**src/rtl/div_ctrl_pkg.sv**
```systemverilog
// div_ctrl shared types: FSM encoding, datapath widths, sign helpers.
// Shared by div_ctrl and div_radix2_step.
package div_ctrl_pkg;

  localparam int DIV_WIDTH = 32;
  localparam int DIV_CNT_W = 6;

  typedef enum logic [1:0] {
    S_IDLE,
    S_RUN,
    S_FIX,
    S_DONE
  } div_state_e;

  function automatic logic [DIV_WIDTH-1:0] mag(
    input logic [DIV_WIDTH-1:0] v,
    input logic                 sgn
  );
    return (sgn && v[DIV_WIDTH-1]) ? -v : v;
  endfunction

  function automatic logic [DIV_WIDTH-1:0] neg_if(
    input logic [DIV_WIDTH-1:0] v,
    input logic                 neg
  );
    return neg ? -v : v;
  endfunction

endpackage

```
**src/rtl/div_radix2_step.sv**
```systemverilog
// One restoring radix-2 division step, purely combinational.
// Shifts the next dividend bit into the partial remainder and trial-subtracts.
module div_radix2_step
  import div_ctrl_pkg::*;
(
  input  logic [DIV_WIDTH-1:0] i_rem,
  input  logic [DIV_WIDTH-1:0] i_quo,
  input  logic [DIV_WIDTH-1:0] i_dvs,
  output logic [DIV_WIDTH-1:0] o_rem,
  output logic [DIV_WIDTH-1:0] o_quo
);

  logic [DIV_WIDTH:0]   w_trial;
  logic [DIV_WIDTH+1:0] w_diff;
  logic                 w_neg;

  assign w_trial = {i_rem, i_quo[DIV_WIDTH-1]};
  assign w_diff  = {1'b0, w_trial} - {2'b00, i_dvs};

  // rem < divisor holds, so a set bit 32 can only come from a borrow
  assign w_neg = |w_diff[DIV_WIDTH+1:DIV_WIDTH];

  assign o_rem = w_neg ? w_trial[DIV_WIDTH-1:0]
                       : w_diff[DIV_WIDTH-1:0];
  assign o_quo = {i_quo[DIV_WIDTH-2:0], ~w_neg};

endmodule

```
**src/rtl/div_ctrl.sv**
```systemverilog
// Multi-cycle DIV/DIVU unit: IDLE->RUN(32)->FIX->DONE with EX stall.
// DIV_ZERO_FAST_EN: zero divisor bypasses RUN and finishes in 2 cycles.
module div_ctrl
  import div_ctrl_pkg::*;
(
  input  logic                 clk,
  input  logic                 resetn,
  input  logic                 start,
  input  logic                 signed_div,
  input  logic [DIV_WIDTH-1:0] opa,
  input  logic [DIV_WIDTH-1:0] opb,
  input  logic                 flush,
  input  logic                 ext_stall,
  output logic                 stall_o,
  output logic                 busy,
  output logic                 result_valid,
  output logic [DIV_WIDTH-1:0] hi_o,
  output logic [DIV_WIDTH-1:0] lo_o
);

  div_state_e           r_state;
  div_state_e           w_next;
  logic [DIV_CNT_W-1:0] r_cnt;
  logic [DIV_WIDTH-1:0] r_rem;
  logic [DIV_WIDTH-1:0] r_quo;
  logic [DIV_WIDTH-1:0] r_dvs;
  logic                 r_qneg;
  logic                 r_rneg;
  logic [DIV_WIDTH-1:0] r_hi;
  logic [DIV_WIDTH-1:0] r_lo;
  logic [DIV_WIDTH-1:0] w_rem;
  logic [DIV_WIDTH-1:0] w_quo;
  logic                 w_accept;
  logic                 w_last;
  logic                 w_zero;
`ifdef DIV_ZERO_FAST_EN
  logic                 r_zero;
`endif

  assign w_accept = (r_state == S_IDLE) && start && !flush;
  assign w_last   = (r_cnt == DIV_CNT_W'(DIV_WIDTH - 1));
  assign w_zero   = (opb == '0);

  div_radix2_step u_step (
    .i_rem (r_rem),
    .i_quo (r_quo),
    .i_dvs (r_dvs),
    .o_rem (w_rem),
    .o_quo (w_quo)
  );

  always_ff @(posedge clk or negedge resetn) begin
    if (!resetn) r_state <= S_IDLE;
    else         r_state <= w_next;
  end

  always_comb begin
    w_next = r_state;
    if (flush) begin
      w_next = S_IDLE;
    end else begin
      unique case (r_state)
        S_IDLE: begin
          if (start) begin
`ifdef DIV_ZERO_FAST_EN
            w_next = w_zero ? S_FIX : S_RUN;
`else
            w_next = S_RUN;
`endif
          end
        end
        S_RUN:  if (w_last) w_next = S_FIX;
        S_FIX:  w_next = S_DONE;
        S_DONE: if (!ext_stall) w_next = S_IDLE;
        default: w_next = S_IDLE;
      endcase
    end
  end

  always_ff @(posedge clk or negedge resetn) begin
    if (!resetn) begin
      r_cnt  <= '0;
      r_rem  <= '0;
      r_quo  <= '0;
      r_dvs  <= '0;
      r_qneg <= 1'b0;
      r_rneg <= 1'b0;
    end else if (w_accept) begin
      r_cnt  <= '0;
      r_rem  <= '0;
      r_quo  <= mag(opa, signed_div);
      r_dvs  <= mag(opb, signed_div);
      r_qneg <= signed_div & (opa[DIV_WIDTH-1] ^ opb[DIV_WIDTH-1]);
      r_rneg <= signed_div & opa[DIV_WIDTH-1];
`ifdef DIV_ZERO_FAST_EN
      // raw dividend parked in quo; FIX hands it out as the remainder
      if (w_zero) r_quo <= opa;
`endif
    end else if (r_state == S_RUN && !flush) begin
      r_cnt <= r_cnt + 1'b1;
      r_rem <= w_rem;
      r_quo <= w_quo;
    end
  end

`ifdef DIV_ZERO_FAST_EN
  always_ff @(posedge clk or negedge resetn) begin
    if (!resetn)       r_zero <= 1'b0;
    else if (w_accept) r_zero <= w_zero;
  end
`endif

  always_ff @(posedge clk or negedge resetn) begin
    if (!resetn) begin
      r_hi <= '0;
      r_lo <= '0;
    end else if (r_state == S_FIX && !flush) begin
`ifdef DIV_ZERO_FAST_EN
      if (r_zero) begin
        r_hi <= r_quo;
        r_lo <= '1;
      end else begin
        r_hi <= neg_if(r_rem, r_rneg);
        r_lo <= neg_if(r_quo, r_qneg);
      end
`else
      r_hi <= neg_if(r_rem, r_rneg);
      r_lo <= neg_if(r_quo, r_qneg);
`endif
    end
  end

  assign busy         = (r_state != S_IDLE);
  assign result_valid = (r_state == S_DONE) && !flush;
  assign stall_o      = (r_state == S_IDLE) ? start
                      : (r_state == S_RUN) || (r_state == S_FIX);
  assign hi_o         = r_hi;
  assign lo_o         = r_lo;

endmodule

```
**config.mk**
```make
export PLATFORM = sky130hd
export DESIGN_NAME = div_ctrl
export DESIGN_NICKNAME = d
export VERILOG_FILES = /design/src/rtl/div_ctrl_pkg.sv /design/src/rtl/div_radix2_step.sv /design/src/rtl/div_ctrl.sv
export SDC_FILE = /design/constraint.sdc
export NUM_CORES = 1
export LEC_CHECK = 0
export BUFFER_PORTS_ARGS = -buffer_cell sky130_fd_sc_hd__buf_2
export CAP_MARGIN = 20
export CORE_MARGIN = 2
export CORE_UTILIZATION = 30
export DETAILED_ROUTE_END_ITERATION = 7
export PLACE_DENSITY = 0.56
export SLEW_MARGIN = 20
export SYNTH_ARGS = -nofsm -noshare
export SYNTH_HDL_FRONTEND = slang
export SYNTH_HIERARCHICAL = 1
export SYNTH_SLANG_ARGS = --single-unit
```
**constraint.sdc**
```tcl
create_clock -name clk -period 3.4 [get_ports clk]
set_input_delay 0.17 -clock clk [delete_from_list [all_inputs] [get_ports clk]]
set_output_delay 0.17 -clock clk [all_outputs]
set_load 0.005 [all_outputs]
```
==> run_summary.xml <==
<?xml version="1.0" encoding="UTF-8"?>
<metrics>
  <group name="outcome">
    <metric name="run_status" unit="">complete, no violations</metric>
  </group>
  <group name="place">
    <metric name="place.detailed.hpwl" unit="um">26500</metric>
    <metric name="port_buffers" unit="">136</metric>
    <metric name="routabilityCongestion" unit="">0.880</metric>
  </group>
  <group name="timing">
    <metric name="setup_viol" unit="">0</metric>
    <metric name="fmaxAchievable" unit="MHz">311</metric>
    <metric name="rsz_0062_raised_after_global_routing" unit="">no</metric>
    <metric name="timing.final.crit_share" unit="%">94.6</metric>
    <metric name="totalNegativeSetupSlack" unit="ps">0</metric>
    <metric name="slew_violations" unit="">0</metric>
    <metric name="relSlewSlack" unit="%">33.0</metric>
    <metric name="hold_viol" unit="">0</metric>
    <metric name="tightestPinTransition" unit="ps">1000</metric>
    <metric name="clock_skew" unit="ps">12.7</metric>
    <metric name="period_minus_slack" unit="ps">3210</metric>
  </group>
  <group name="routing">
    <metric name="drtPass1Iterations" unit="">5</metric>
    <metric name="wl_per_cell" unit="um">16.6</metric>
    <metric name="drt_iter0_drc" unit="">736</metric>
    <metric name="detail-route-antenna-nets" unit="">0</metric>
    <metric name="num_vias" unit="">10335</metric>
    <metric name="vias_per_cell" unit="">4.95</metric>
    <metric name="overall_routed_net_length" unit="um">34700</metric>
    <metric name="route.detailed.drc" unit="">0</metric>
  </group>
  <group name="min_path">
    <metric name="worst_hold_path_type" unit="">in -&gt; reg</metric>
    <metric name="hold_crit_depth" unit="">3</metric>
    <metric name="worst_hold_startpoint" unit="">opa[24]</metric>
  </group>
  <group name="yosys">
    <metric name="synth_edf_count" unit="">0</metric>
    <metric name="synth-seq-cells" unit="">170</metric>
    <metric name="ys_async_sr_fraction" unit="%">100</metric>
    <metric name="seq_area_frac_synth" unit="%">35.0</metric>
    <metric name="synth_area_leader_cell" unit="">sky130_fd_sc_hd__dfrtp_1</metric>
    <metric name="postSynthNetCount" unit="">1562</metric>
    <metric name="yosys_warnings" unit="">6</metric>
    <metric name="count_of_cell_types_in_the_netlist" unit="">75</metric>
    <metric name="synth_top_area_share" unit="%">35.0</metric>
    <metric name="ys_top_cells_by_area" unit="">sky130_fd_sc_hd__dfrtp_1 (35%), sky130_fd_sc_hd__nand2_1 (8.2%), sky130_fd_sc_hd__xor2_1 (6.0%)</metric>
    <metric name="yosys_most_used_dff" unit="">sky130_fd_sc_hd__dfrtp_1</metric>
    <metric name="syn_avg_cell_area" unit="um^2">8.38</metric>
    <metric name="syn_inst" unit="">1449</metric>
    <metric name="synthesis.area" unit="um^2">12100</metric>
  </group>
  <group name="clocking">
    <metric name="clk_path_buf_depth" unit="">2</metric>
    <metric name="clock-root-buffer" unit="">sky130_fd_sc_hd__clkbuf_16</metric>
    <metric name="clock_tree_from_tritoncts" unit="">done</metric>
    <metric name="clock_sinks" unit="">170</metric>
    <metric name="cts_max_level" unit="">4</metric>
    <metric name="clkTransAtPathRegs" unit="ps">70</metric>
    <metric name="clk-insertion-delay-late" unit="ps">450</metric>
    <metric name="cts_inserted_buffers" unit="">17</metric>
  </group>
  <group name="critical_path">
    <metric name="cp_max_fo" unit="">10</metric>
    <metric name="setup.worst_path.class" unit="">reg -&gt; reg</metric>
    <metric name="crit_path_cell_chain" unit="">inv_1 &gt; ha_1 &gt; inv_1 &gt; fa_2 &gt; a211oi_2 &gt; o211ai_1 &gt; and2_0 &gt; o211ai_1 &gt; a31oi_1 &gt; xnor2_1 &gt; a21oi_4 &gt; buf_12 &gt; buf_12 &gt; mux2_2 &gt; nand2_1 &gt; a21oi_1</metric>
    <metric name="timing.critical_path.buf_inv" unit="">4</metric>
    <metric name="critical_path.startpoint" unit="">r_quo[31]$_DFFE_PN0P_</metric>
    <metric name="critical_path.endpoint_type" unit="">flop</metric>
    <metric name="regToRegSetupSlack" unit="ps">190</metric>
    <metric name="worst_setup_path_start_kind" unit="">flop</metric>
    <metric name="stage_delay_of_the_slowest_cell_on_the_critical_path" unit="ps">410</metric>
    <metric name="reg2reg_depth" unit="">16</metric>
    <metric name="regToRegStartpoint" unit="">r_quo[31]$_DFFE_PN0P_</metric>
    <metric name="critical_path_depth" unit="">16</metric>
    <metric name="worst-endpoint-arrival" unit="ps">3530</metric>
    <metric name="master_of_the_slowest_instance_on_the_critical_path" unit="">sky130_fd_sc_hd__dfrtp_1</metric>
    <metric name="critical_path_required" unit="ps">3710</metric>
    <metric name="timing.critical_path.max_delay_family" unit="">compound AO/OA/AOI/OAI gates</metric>
  </group>
  <group name="final_layout">
    <metric name="nets" unit="">1661</metric>
    <metric name="layout.filler_cells" unit="">4219</metric>
    <metric name="final_util" unit="%">35.1</metric>
    <metric name="antennaDiodeCount" unit="">0</metric>
    <metric name="layout-area-overhead-vs-synth" unit="%">15.1</metric>
    <metric name="layout-drive-gt1-share" unit="%">18.7</metric>
  </group>
  <group name="power">
    <metric name="power_density" unit="nW/um^2">690</metric>
    <metric name="leakagePower" unit="nW">6.46</metric>
    <metric name="worst_ir_drop_vdd" unit="uV">289</metric>
  </group>
  <group name="grt">
    <metric name="grt_pass1_vias" unit="">9541</metric>
    <metric name="first_pass_grt_wire_length" unit="um">54600</metric>
    <metric name="antenna_found_initial" unit="">1</metric>
    <metric name="global_route.usage.total" unit="%">16.5</metric>
    <metric name="grt_start_max_net_pins" unit="">107</metric>
    <metric name="overflow" unit="">0</metric>
  </group>
  <group name="floorplan">
    <metric name="die-area" unit="um^2">42100</metric>
    <metric name="die_height" unit="um">205</metric>
    <metric name="die_w" unit="um">205</metric>
    <metric name="io-pin-count" unit="">137</metric>
    <metric name="fp-row-count" unit="">73</metric>
    <metric name="floorplan.core_area" unit="um^2">39800</metric>
    <metric name="initial_utilization" unit="%">30.5</metric>
  </group>
  <group name="flow_run">
    <metric name="maximum_capacitance_violations" unit="">0</metric>
  </group>
</metrics>
==> power by group <==
part | leakage, nW | total, mW | switching, mW | internal [mW]
clock | 0.269 | 1.87 | 0.894 | 0.974
combinational | 3.98 | 4.29 | 2.51 | 1.78
sequential | 2.21 | 3.49 | 0.757 | 2.73
total | 6.46 | 9.64 | 4.17 | 5.48
==> final timing paths <==
path                                         endpoint
worst min register to register    hi_o[4]$_DFFE_PN0P_
worst min-delay path            r_quo[24]$_DFFE_PN0P_
max in group asynchronous       r_rem[19]$_DFFE_PN0P_
min in group asynchronous       r_dvs[30]$_DFFE_PN0P_
worst max-delay path             r_rem[2]$_DFFE_PN0P_
worst max register to register   r_rem[2]$_DFFE_PN0P_
==> layout make-up <==
class                      instances  area, um^2  share of cell area, %
clock inverter                    13         109                  0.778
tap                              525         657                   4.70
inverter                          62         233                   1.66
sequential                       170        4250                   30.4
clock buffer                      19         443                   3.17
multi-input combinational       1107        7080                   50.6
timing repair buffer             190        1210                   8.64
==> what timing repair did <==
item	4_1_cts	5_1_grt
hold endpoints to repair	89	0
setup buffers	0	2
gates resized for setup	0	1
setup endpoints to repair	0	2
hold buffers	1	0
==> tightest hold or removal path, delay by kind of cell <==
| kind | cells | cell delay [ps] |
|---|---|---|
| AO/OA/AOI/OAI | 1 | 60 |
| XOR/XNOR | 1 | 110 |
| buffers and inverters | 1 | 90 |
==> sequential cells by signal, indices dropped and copies added, names as in the netlist <==
name / count
r_qneg: 1
r_cnt: 6
hi_o: 32
r_state: 2
r_dvs: 32
r_rem: 32
lo_o: 32
r_quo: 32
r_rneg: 1
==> cells in the mapped netlist, types with 11 or more instances <==
master / count
sky130_fd_sc_hd__o21ai_0: 126
sky130_fd_sc_hd__xnor2_1: 63
sky130_fd_sc_hd__o41ai_1: 19
sky130_fd_sc_hd__nor4_1: 12
sky130_fd_sc_hd__dfrtp_1: 170
sky130_fd_sc_hd__xor2_1: 83
sky130_fd_sc_hd__inv_1: 62
sky130_fd_sc_hd__a21o_1: 19
sky130_fd_sc_hd__buf_4: 36
sky130_fd_sc_hd__o31ai_1: 22
sky130_fd_sc_hd__a21oi_1: 99
sky130_fd_sc_hd__a31oi_1: 42
sky130_fd_sc_hd__nand2_1: 266
sky130_fd_sc_hd__nand4_1: 11
sky130_fd_sc_hd__mux2_4: 27
sky130_fd_sc_hd__nand3_1: 14
sky130_fd_sc_hd__and3_1: 17
sky130_fd_sc_hd__clkbuf_1: 62
sky130_fd_sc_hd__nor3_1: 23
sky130_fd_sc_hd__nor2_1: 71
sky130_fd_sc_hd__ha_1: 42
==> kinds of logic (layout without fill, tap and decap cells) <==
group | Yosys count | in the layout | synth area share (%)
compound gates | 386 | 386 | 19.5
xor+xnor | 146 | 146 | 10.5
fa+ha+maj | 43 | 43 | 4.49
buf+inv | 172 | 284 | 6.95
flops | 170 | 170 | 35.0
mux | 38 | 38 | 4.29
simple gates | 494 | 494 | 19.2
==> cell usage in the layout (no fill, tap or decap), types with 17 or more instances in the layout <==
cell type                   count
sky130_fd_sc_hd__a21o_1        19
sky130_fd_sc_hd__a21oi_1       99
sky130_fd_sc_hd__a31oi_1       42
sky130_fd_sc_hd__and3_1        17
sky130_fd_sc_hd__buf_2        135
sky130_fd_sc_hd__buf_4         44
sky130_fd_sc_hd__clkbuf_16     19
sky130_fd_sc_hd__dfrtp_1      170
sky130_fd_sc_hd__ha_1          42
sky130_fd_sc_hd__inv_1         62
sky130_fd_sc_hd__mux2_4        27
sky130_fd_sc_hd__nand2_1      266
sky130_fd_sc_hd__nor2_1        70
sky130_fd_sc_hd__nor3_1        23
sky130_fd_sc_hd__o21ai_0      126
sky130_fd_sc_hd__o31ai_1       22
sky130_fd_sc_hd__o41ai_1       19
sky130_fd_sc_hd__xnor2_1       63
sky130_fd_sc_hd__xor2_1        83
==> layer usage <==
metal  vias up  global-route usage [%]  wire length, um
met5         -                       0               13
met2       233                    22.5            14200
met1      4841                    26.5            18600
met3        22                    2.68             1420
li1       5237                       -                -
met4         2                    4.01              425
==> metrics by stage <==
| stage | total power [mW] | cells | area (um^2) | hold WS, ps | setup WS [ps] |
|---|---|---|---|---|---|
| 2_1_floorplan | 6.53 | 1449 | 12100 | -126 | 324 |
| 3_3_place_gp | 7.74 | 2048 | 13300 | 304 | 200 |
| 3_5_place_dp | 7.82 | 2048 | 13300 | 315 | 196 |
| 4_1_cts | 9.71 | 2081 | 13900 | 4.27 | 181 |
| 5_1_grt | 10.5 | 2086 | 14000 | 37.9 | 12.7 |
| 6_report | 9.64 | 2086 | 14000 | 26.8 | 185 |
No activity file was read; power rests on OpenSTA's default activity.
